### config.mk
export PLATFORM = sky130hd
export DESIGN_NAME = pwm_signmag
export DESIGN_NICKNAME = d
export VERILOG_FILES = /design/src/rtl/pwm_signmag.sv
export SDC_FILE = /design/constraint.sdc
export NUM_CORES = 1
export LEC_CHECK = 0
export ABC_AREA = 0
export ABC_CLOCK_PERIOD_IN_PS = 6400
export BUFFER_PORTS_ARGS = -buffer_cell sky130_fd_sc_hd__buf_2
export CAP_MARGIN = 10
export CORE_MARGIN = 2
export CORE_UTILIZATION = 45
export DETAILED_ROUTE_END_ITERATION = 8
export GPL_TIMING_DRIVEN = 0
export HOLD_SLACK_MARGIN = 0.1
export PLACE_DENSITY = 0.62
export REMOVE_ABC_BUFFERS = 1
export SLEW_MARGIN = 20
export SYNTH_ARGS = -nofsm -noshare
export SYNTH_HDL_FRONTEND = slang
export SYNTH_SLANG_ARGS = --single-unit
### constraint.sdc
create_clock -name clk -period 6.4 [get_ports clk]
set_clock_uncertainty 0.15 [all_clocks]
set_input_delay 0.32 -clock clk [delete_from_list [all_inputs] [get_ports clk]]
set_output_delay 0.32 -clock clk [all_outputs]
set_load 0.005 [all_outputs]
### src/rtl/pwm_signmag.sv
// Sign-magnitude H-bridge PWM: one duty/sign sample per frame, dead time on direction change.
// Outputs registered from next-state decode; no backpressure (free-running frame counter).
module pwm_signmag #(
  parameter int unsigned PERIOD = 1000,
  parameter int unsigned DEAD   = 4
) (
  input  logic        clk,
  input  logic        rst_n,
  input  logic        enable,
  input  logic [15:0] val_in,
  input  logic        sign_in,
  output logic        pwm_p,
  output logic        pwm_n,
  output logic        frame_start,
  output logic        sat
);

  typedef enum logic [1:0] {
    S_DISABLED = 2'd0,
    S_DEAD     = 2'd1,
    S_RUN      = 2'd2
  } state_t;

  localparam logic [16:0] PERIOD17 = 17'(PERIOD);
  localparam logic [15:0] PERIOD16 = 16'(PERIOD);
  localparam logic [15:0] CNT_LAST = 16'(PERIOD - 1);
  localparam logic [15:0] DEAD_END = 16'(DEAD - 1);

  state_t      state_q, state_d;
  logic [15:0] cnt_q, cnt_d;
  logic [15:0] duty_q, duty_d;
  logic        dsign_q, dsign_d;
  logic        prev_sign_q, prev_sign_d;
  logic        sat_q, sat_d;
  logic        pwm_p_q, pwm_p_d;
  logic        pwm_n_q, pwm_n_d;
  logic        fs_q, fs_d;

  logic        sat_now;
  logic [15:0] duty_now;
  logic        active;

  // Saturation compare is done in 17 bits so large magnitudes never wrap.
  assign sat_now  = {1'b0, val_in} > PERIOD17;
  assign duty_now = sat_now ? PERIOD16 : val_in;

  always_comb begin
    state_d     = state_q;
    cnt_d       = cnt_q;
    duty_d      = duty_q;
    dsign_d     = dsign_q;
    prev_sign_d = prev_sign_q;
    sat_d       = sat_q;
    case (state_q)
      S_DISABLED: begin
        cnt_d   = 16'd0;
        duty_d  = duty_now;
        dsign_d = sign_in;
        sat_d   = sat_now;
        if (enable) state_d = S_DEAD;
      end
      default: begin
        if (!enable) begin
          state_d = S_DISABLED;
          cnt_d   = 16'd0;
        end else if (cnt_q == CNT_LAST) begin
          cnt_d       = 16'd0;
          prev_sign_d = dsign_q;
          duty_d      = duty_now;
          dsign_d     = sign_in;
          sat_d       = sat_now;
          state_d     = (sign_in != dsign_q) ? S_DEAD : S_RUN;
        end else begin
          cnt_d = cnt_q + 16'd1;
          if (state_q == S_DEAD && cnt_q == DEAD_END) state_d = S_RUN;
        end
      end
    endcase

    // Decode the next cycle's counter/state so the drive pins come straight from flops.
    active  = (state_d == S_RUN) && (cnt_d < duty_d);
    pwm_p_d = active && !dsign_d;
    pwm_n_d = active && dsign_d;
    fs_d    = (state_d != S_DISABLED) && (cnt_d == 16'd0);
  end

  always_ff @(posedge clk or negedge rst_n) begin
    if (!rst_n) begin
      state_q     <= S_DISABLED;
      cnt_q       <= 16'd0;
      duty_q      <= 16'd0;
      dsign_q     <= 1'b0;
      prev_sign_q <= 1'b0;
      sat_q       <= 1'b0;
      pwm_p_q     <= 1'b0;
      pwm_n_q     <= 1'b0;
      fs_q        <= 1'b0;
    end else begin
      state_q     <= state_d;
      cnt_q       <= cnt_d;
      duty_q      <= duty_d;
      dsign_q     <= dsign_d;
      prev_sign_q <= prev_sign_d;
      sat_q       <= sat_d;
      pwm_p_q     <= pwm_p_d;
      pwm_n_q     <= pwm_n_d;
      fs_q        <= fs_d;
    end
  end

  assign pwm_p       = pwm_p_q;
  assign pwm_n       = pwm_n_q;
  assign frame_start = fs_q;
  assign sat         = sat_q;

endmodule
# After elaboration in Yosys (flattened, before gate mapping)
# Cells that the tools add are included.
# Widths: inputs -> output; s select.
[totals]
input_bits = 20
out_inout_bits = 4
register_bits = 39
[classes]
mux = 19
reduce_logical = 12
n_lt_le_gt_ge = 2
n_eq_ne = 5
add_sub_neg = 1
[ops]
columns = ["op", "count"]
rows = [
  ["$mux 16", 7],
  ["$add 16x1->16 const B", 1],
  ["$eq 16x10->1 const B", 1],
  ["$eq 16x2->1 const B", 1],
  ["$gt 16x10->1 const B", 1],
  ["$logic_not 16->1", 1],
  ["$lt 16x16->1", 1],
  ["$mux 2", 6],
  ["$mux 1", 6],
  ["$reduce_bool 2->1", 3],
  ["$logic_and 1x1->1", 5],
  ["$eq 2x1->1 const B", 1],
  ["$eq 2x2->1 const B", 1],
  ["$logic_not 2->1", 1],
  ["$reduce_and 2->1", 1],
  ["$logic_not 1->1", 1],
  ["$ne 1x1->1", 1],
]

# Logic depth before layout (Yosys ltp)
[depth]
ltp_word = 9
depth_mapped = 15

# Worst setup path before layout
# OpenSTA, ideal clock, no wires.
[synth_timing]
path_type = "register to register"
start = "register cnt_q[11]"
end = "register pwm_n_q, in the netlist pwm_n"
t_arrival_ns = 2.889
n_path_buf = 1
path_stages_with_launch = 12
slack_ns = 3.226
setup_ns = 0.135
t_required_ns = 6.115
path_cell_list = "dfrtp_1 nor4_4 nand4_4 o21bai_1 clkbuf_1 nor2_1 ha_1 a21oi_1 o21ai_0 nor2_1 a2111oi_2 nor3_1"
[synth_via]
word_cells_on_any_way = 21
[synth_rtl]
columns = ["element", "line_no", "source"]
rows = [
  ["from (decl)", "30", "logic [15:0] cnt_q, cnt_d;"],
  ["from (signal assigned)", "100", "cnt_q <= cnt_d;"],
  ["$eq 16x10->1", "66", "end else if (cnt_q == CNT_LAST) begin"],
  ["$mux 16", "66", ""],
  ["$mux 16", "63", "if (!enable) begin"],
  ["$mux 16", "54", "case (state_q)"],
  ["net cnt_d[5]", "30", ""],
  ["$lt 16x16->1", "81", "active = (state_d == S_RUN) && (cnt_d < duty_d);"],
  ["$logic_and 1x1->1", "81", ""],
  ["$logic_and 1x1->1", "83", "pwm_n_d = active && dsign_d;"],
  ["net pwm_n_d", "36", "logic pwm_n_q, pwm_n_d;"],
  ["to (signal assigned)", "106", "pwm_n_q <= pwm_n_d;"],
  ["to (decl)", "36", ""],
]
# The timed path passes the listed nets, and every way through them passes these cells.
# A chain may end at the register's enable or synchronous reset.

# Final worst setup path
[layout_timing]
start = "register cnt_q[13]"
end = "register pwm_p_q, in the netlist pwm_p"
[layout_via]
elab_chain_cells = 9
word_cells_on_any_way = 22
[layout_lines]
columns = ["element", "line_no", "source"]
rows = [
  ["branches (longest 8 deep; another with $add 16x1->16)", "--", ""],
  ["$logic_and 1x1->1 *", "82", "pwm_p_d = active && !dsign_d;"],
  ["net pwm_p_d", "35", "logic pwm_p_q, pwm_p_d;"],
  ["to (signal assigned)", "105", "pwm_p_q <= pwm_p_d;"],
  ["to (decl)", "35", ""],
]
# Mark *: on every way through the listed nets, which the timed path passes.

==> summary.md <==
| Metric | Value |
|---|---|
| Setup violations, final | 0 |
| Avg Cell Area, Syn | about 9.9 um^2 |
| Clock Sinks | 39 |
| Core area | roughly 0.005 mm^2 |
| Hpwl dp | roughly 3600 um |
| Tot GR Track Use | a little under a fifth |
| Cells after synthesis | approximately 240 |
| Initial antenna violation count | 0 |
| Worst setup path endpoint | pwm_p$_DFF_PN0_ |
| Design Power | roughly 460 uW |
| Antenna Cells | 0 |
| Post-DR wirelength/cell | about 15 um |
| Routed vias | roughly 1,800 |
| Pin count of the biggest net entering global routing | 40 |
| CP max FO | 14 |
| Die H | between 70 and 80 um |
| Worst Hold Class | in -> reg |
| Syn-to-layout area delta | 10.6% |
| I/O pin cnt | 24 |
| GRT overflow | 0 |
| Final hold viol count | 0 |
| Most common cell in the synthesized netlist | dfrtp_1 |
| Drc violations | 0 |
| FILL cells | just under 500 |
| Gpl congestion | between 0.8 and 0.9 |
| Rows | 26 |
| Port Buf Inserts | 23 |
| Post-synth ARST share | 100% |
| Post_cts resized | 0 |
| Yosys reg bits | 39 |
| Synth cell count leaders | 39 x dfrtp_1, 29 x nor2_1, 16 x ha_1 |
| CP Launch Type | register |
| DRT iter0 DRCs | a little over 90 |
| Clock Latency Late Sink | roughly 0.28 ns |
| Most used flip-flop cell after synthesis | dfrtp_1 |
| Die area | roughly 0.0058 mm^2 |
| Required @ worst endpoint | 6.40 ns |
| TritonCTS buffer count | 5 |
| Yosys warns | 0 |
| Pwr Density | ~180 mW/mm^2 |
| Pleak | about 1.1 nW |
| Vias in the first global route | about 1,700 |
| Clk root buf | clkbuf_8 |
| Register area share after synthesis | between 40% and 50% |
| R2r setup slk | about 2.5 ns |
| H-tree levels | 2 |
| Start point of the critical path | cnt_q[13]$_DFF_PN0_ |
| Status | finished clean |
| Synth top area cells | dfrtp_1 41%, ha_1 8.5%, nor2_1 4.6% |
| Critical path class | reg -> reg |
| Max-Cap Viols | 0 |
| Cell variety after synth | 49 |
| Setup TNS | 0 ns |
| First-pass GRT wire length | around 8600 um |
| Crit-path slowest cell | nor3_1 |
| Fmax | 0.260 GHz |
| Worst slew pin tran | 0.857 ns |
| Final nets | 294 |
| Starting Density | between 40% and 50% |
| Vias per cell | ~5.5 |
| Synth top area share | 41.4% |
| Layout cell share with drive strength beyond 1 | about 17% |
| Fin. max-slew vios | 0 |
| CP Capture Type | register |
| Die W | 76.4 um |
| TritonRoute pass-1 iters | 4 |
| WP data arrival | between 3 and 4 ns |
| Cell Area, Synth | around 0.0024 mm^2 |
| RSZ-0062 raised after global routing | false |
| Crit path time final | 3.85 ns |
| CTS tree | done |
| Antenna-violating nets left | 0 |
| FF-to-FF Start | cnt_q[13]$_DFF_PN0_ |
| Number of synthesized flops with an enable pin | 0 |
| R2R cell count | 12 |
| Tcrit/Tclk final | between 60 and 70% |
| Clk slew on worst S/H paths | roughly 0.07 ns |
| RR Endpoint | pwm_p$_DFF_PN0_ |
| Longest Clk Path Bufs | 2 |
| CP max stage delay | slightly above 0.5 ns |
| Largest area contributor in the netlist | dfrtp_1 |
| WL final | 4830 um |
| Slew margin rel. | between 40% and 50% |
| CP Cell Sequence | nor3_1 -> nand4_1 -> o22a_2 -> nor2_1 -> nand2_1 -> o22ai_1 -> ha_1 -> a21oi_1 -> o21ai_0 -> nor2_1 -> a2111oi_2 -> nor3_1 |
| Max IR drop VDD | 116 uV |
[registers in the layout (all words and copies together) (netlist names)]
register     cells
cnt_q           16
dsign_q          1
duty_q          16
frame_start      1
pwm_n            1
pwm_p            1
sat              1
state_q          2
[metrics by stage]
stage / hold slack (ns) / cells / setup slack [ns] / area [um^2] / utilization, %
floorplan: -0.126 / 227 / 3.13 / 2280 / -
global placement: 0.304 / 320 / 2.36 / 2490 / 49.0
detailed placement: 0.304 / 320 / 2.32 / 2490 / 49.0
CTS: 0.111 / 329 / 2.29 / 2600 / 51.2
global route: 0.116 / 329 / 2.25 / 2610 / 51.4
finish: 0.125 / 329 / 2.55 / 2610 / 51.4
[cells by family (layout without fill, tap and decap cells)]
kind of cell             count (synthesis)  in the layout  share of synthesized area [%]
AND/OR/NAND/NOR                         91             91                           21.0
AO/OA/AOI/OAI                           54             54                           17.7
flip-flops                              39             39                           41.4
buffers and inverters                   19             41                           4.51
adder cells (fa/ha/maj)                 16             16                           8.49
XOR/XNOR                                15             15                           5.57
multiplexers                             3              3                           1.27
[power by group]
| part | leakage, nW | switching, mW | internal, mW | total [mW] |
|---|---|---|---|---|
| registers | 0.501 | 0.00223 | 0.249 | 0.251 |
| clock network | 0.0515 | 0.0811 | 0.0983 | 0.179 |
| logic | 0.564 | 0.0190 | 0.0120 | 0.0310 |
| total | 1.12 | 0.102 | 0.359 | 0.462 |
[worst min path at each step]
stage	end	from	slack, ns	depth (start not counted)
detailed placement	duty_q[14]$_DFF_PN0_	duty_q[14]$_DFF_PN0_	0.30	2
CTS	duty_q[6]$_DFF_PN0_	val_in[6]	0.11	2
finish	duty_q[5]$_DFF_PN0_	val_in[5]	0.12	2
global placement	duty_q[14]$_DFF_PN0_	duty_q[14]$_DFF_PN0_	0.30	2
global route	duty_q[6]$_DFF_PN0_	val_in[6]	0.12	2
floorplan	cnt_q[0]$_DFF_PN0_	rst_n	-0.13	0
[critical path: cells and delay by family (launching register included)]
kind,cells,cell delay (ns)
and+or+nand+nor,6,1.42
adders and majority gates,1,0.17
DFF,1,0.43
AOI/OAI and AO/OA,5,1.55
[final cells by class]
cell class	count	area [um^2]	area share, %
Clock buffer	8	100	3.84
Sequential cell	39	976	37.4
Timing Repair Buffer	24	125	4.80
Multi-Input combinational cell	179	1280	49.3
Inverter	9	33.8	1.30
Tap cell	70	87.6	3.36
[what timing repair did]
action	4_1_cts	5_1_grt
hold endpoints to repair	39	0
setup buffers	0	0
hold buffers	1	0
[layout by cell type, fill, tap and decap left out, types with 2 or more instances in the layout]
master and n:
mux2i_1 3, nand3_1 13, nor3_1 5, o21ai_0 6
a22oi_1 4, o211ai_1 2, xnor2_1 8, nor2_1 29
inv_1 9, o22ai_1 6, and3_2 2, o2111ai_1 3
nand2_1 11, nor4b_1 2, o22a_1 6, dfrtp_1 39
or3_1 2, a21oi_1 9, nand4_1 7, a22o_1 4
and2_1 8, and3_1 3, clkbuf_8 7, xor2_1 7
buf_2 23, ha_1 16, o21a_1 2
[metal layers]
layer | track usage (%) | wire [um]
met4 | 6.00 | 61
met3 | 3.55 | 135
met2 | 26.2 | 2020
met5 | 0 | 0
met1 | 27.7 | 2610
(Power assumes the default switching activity.)
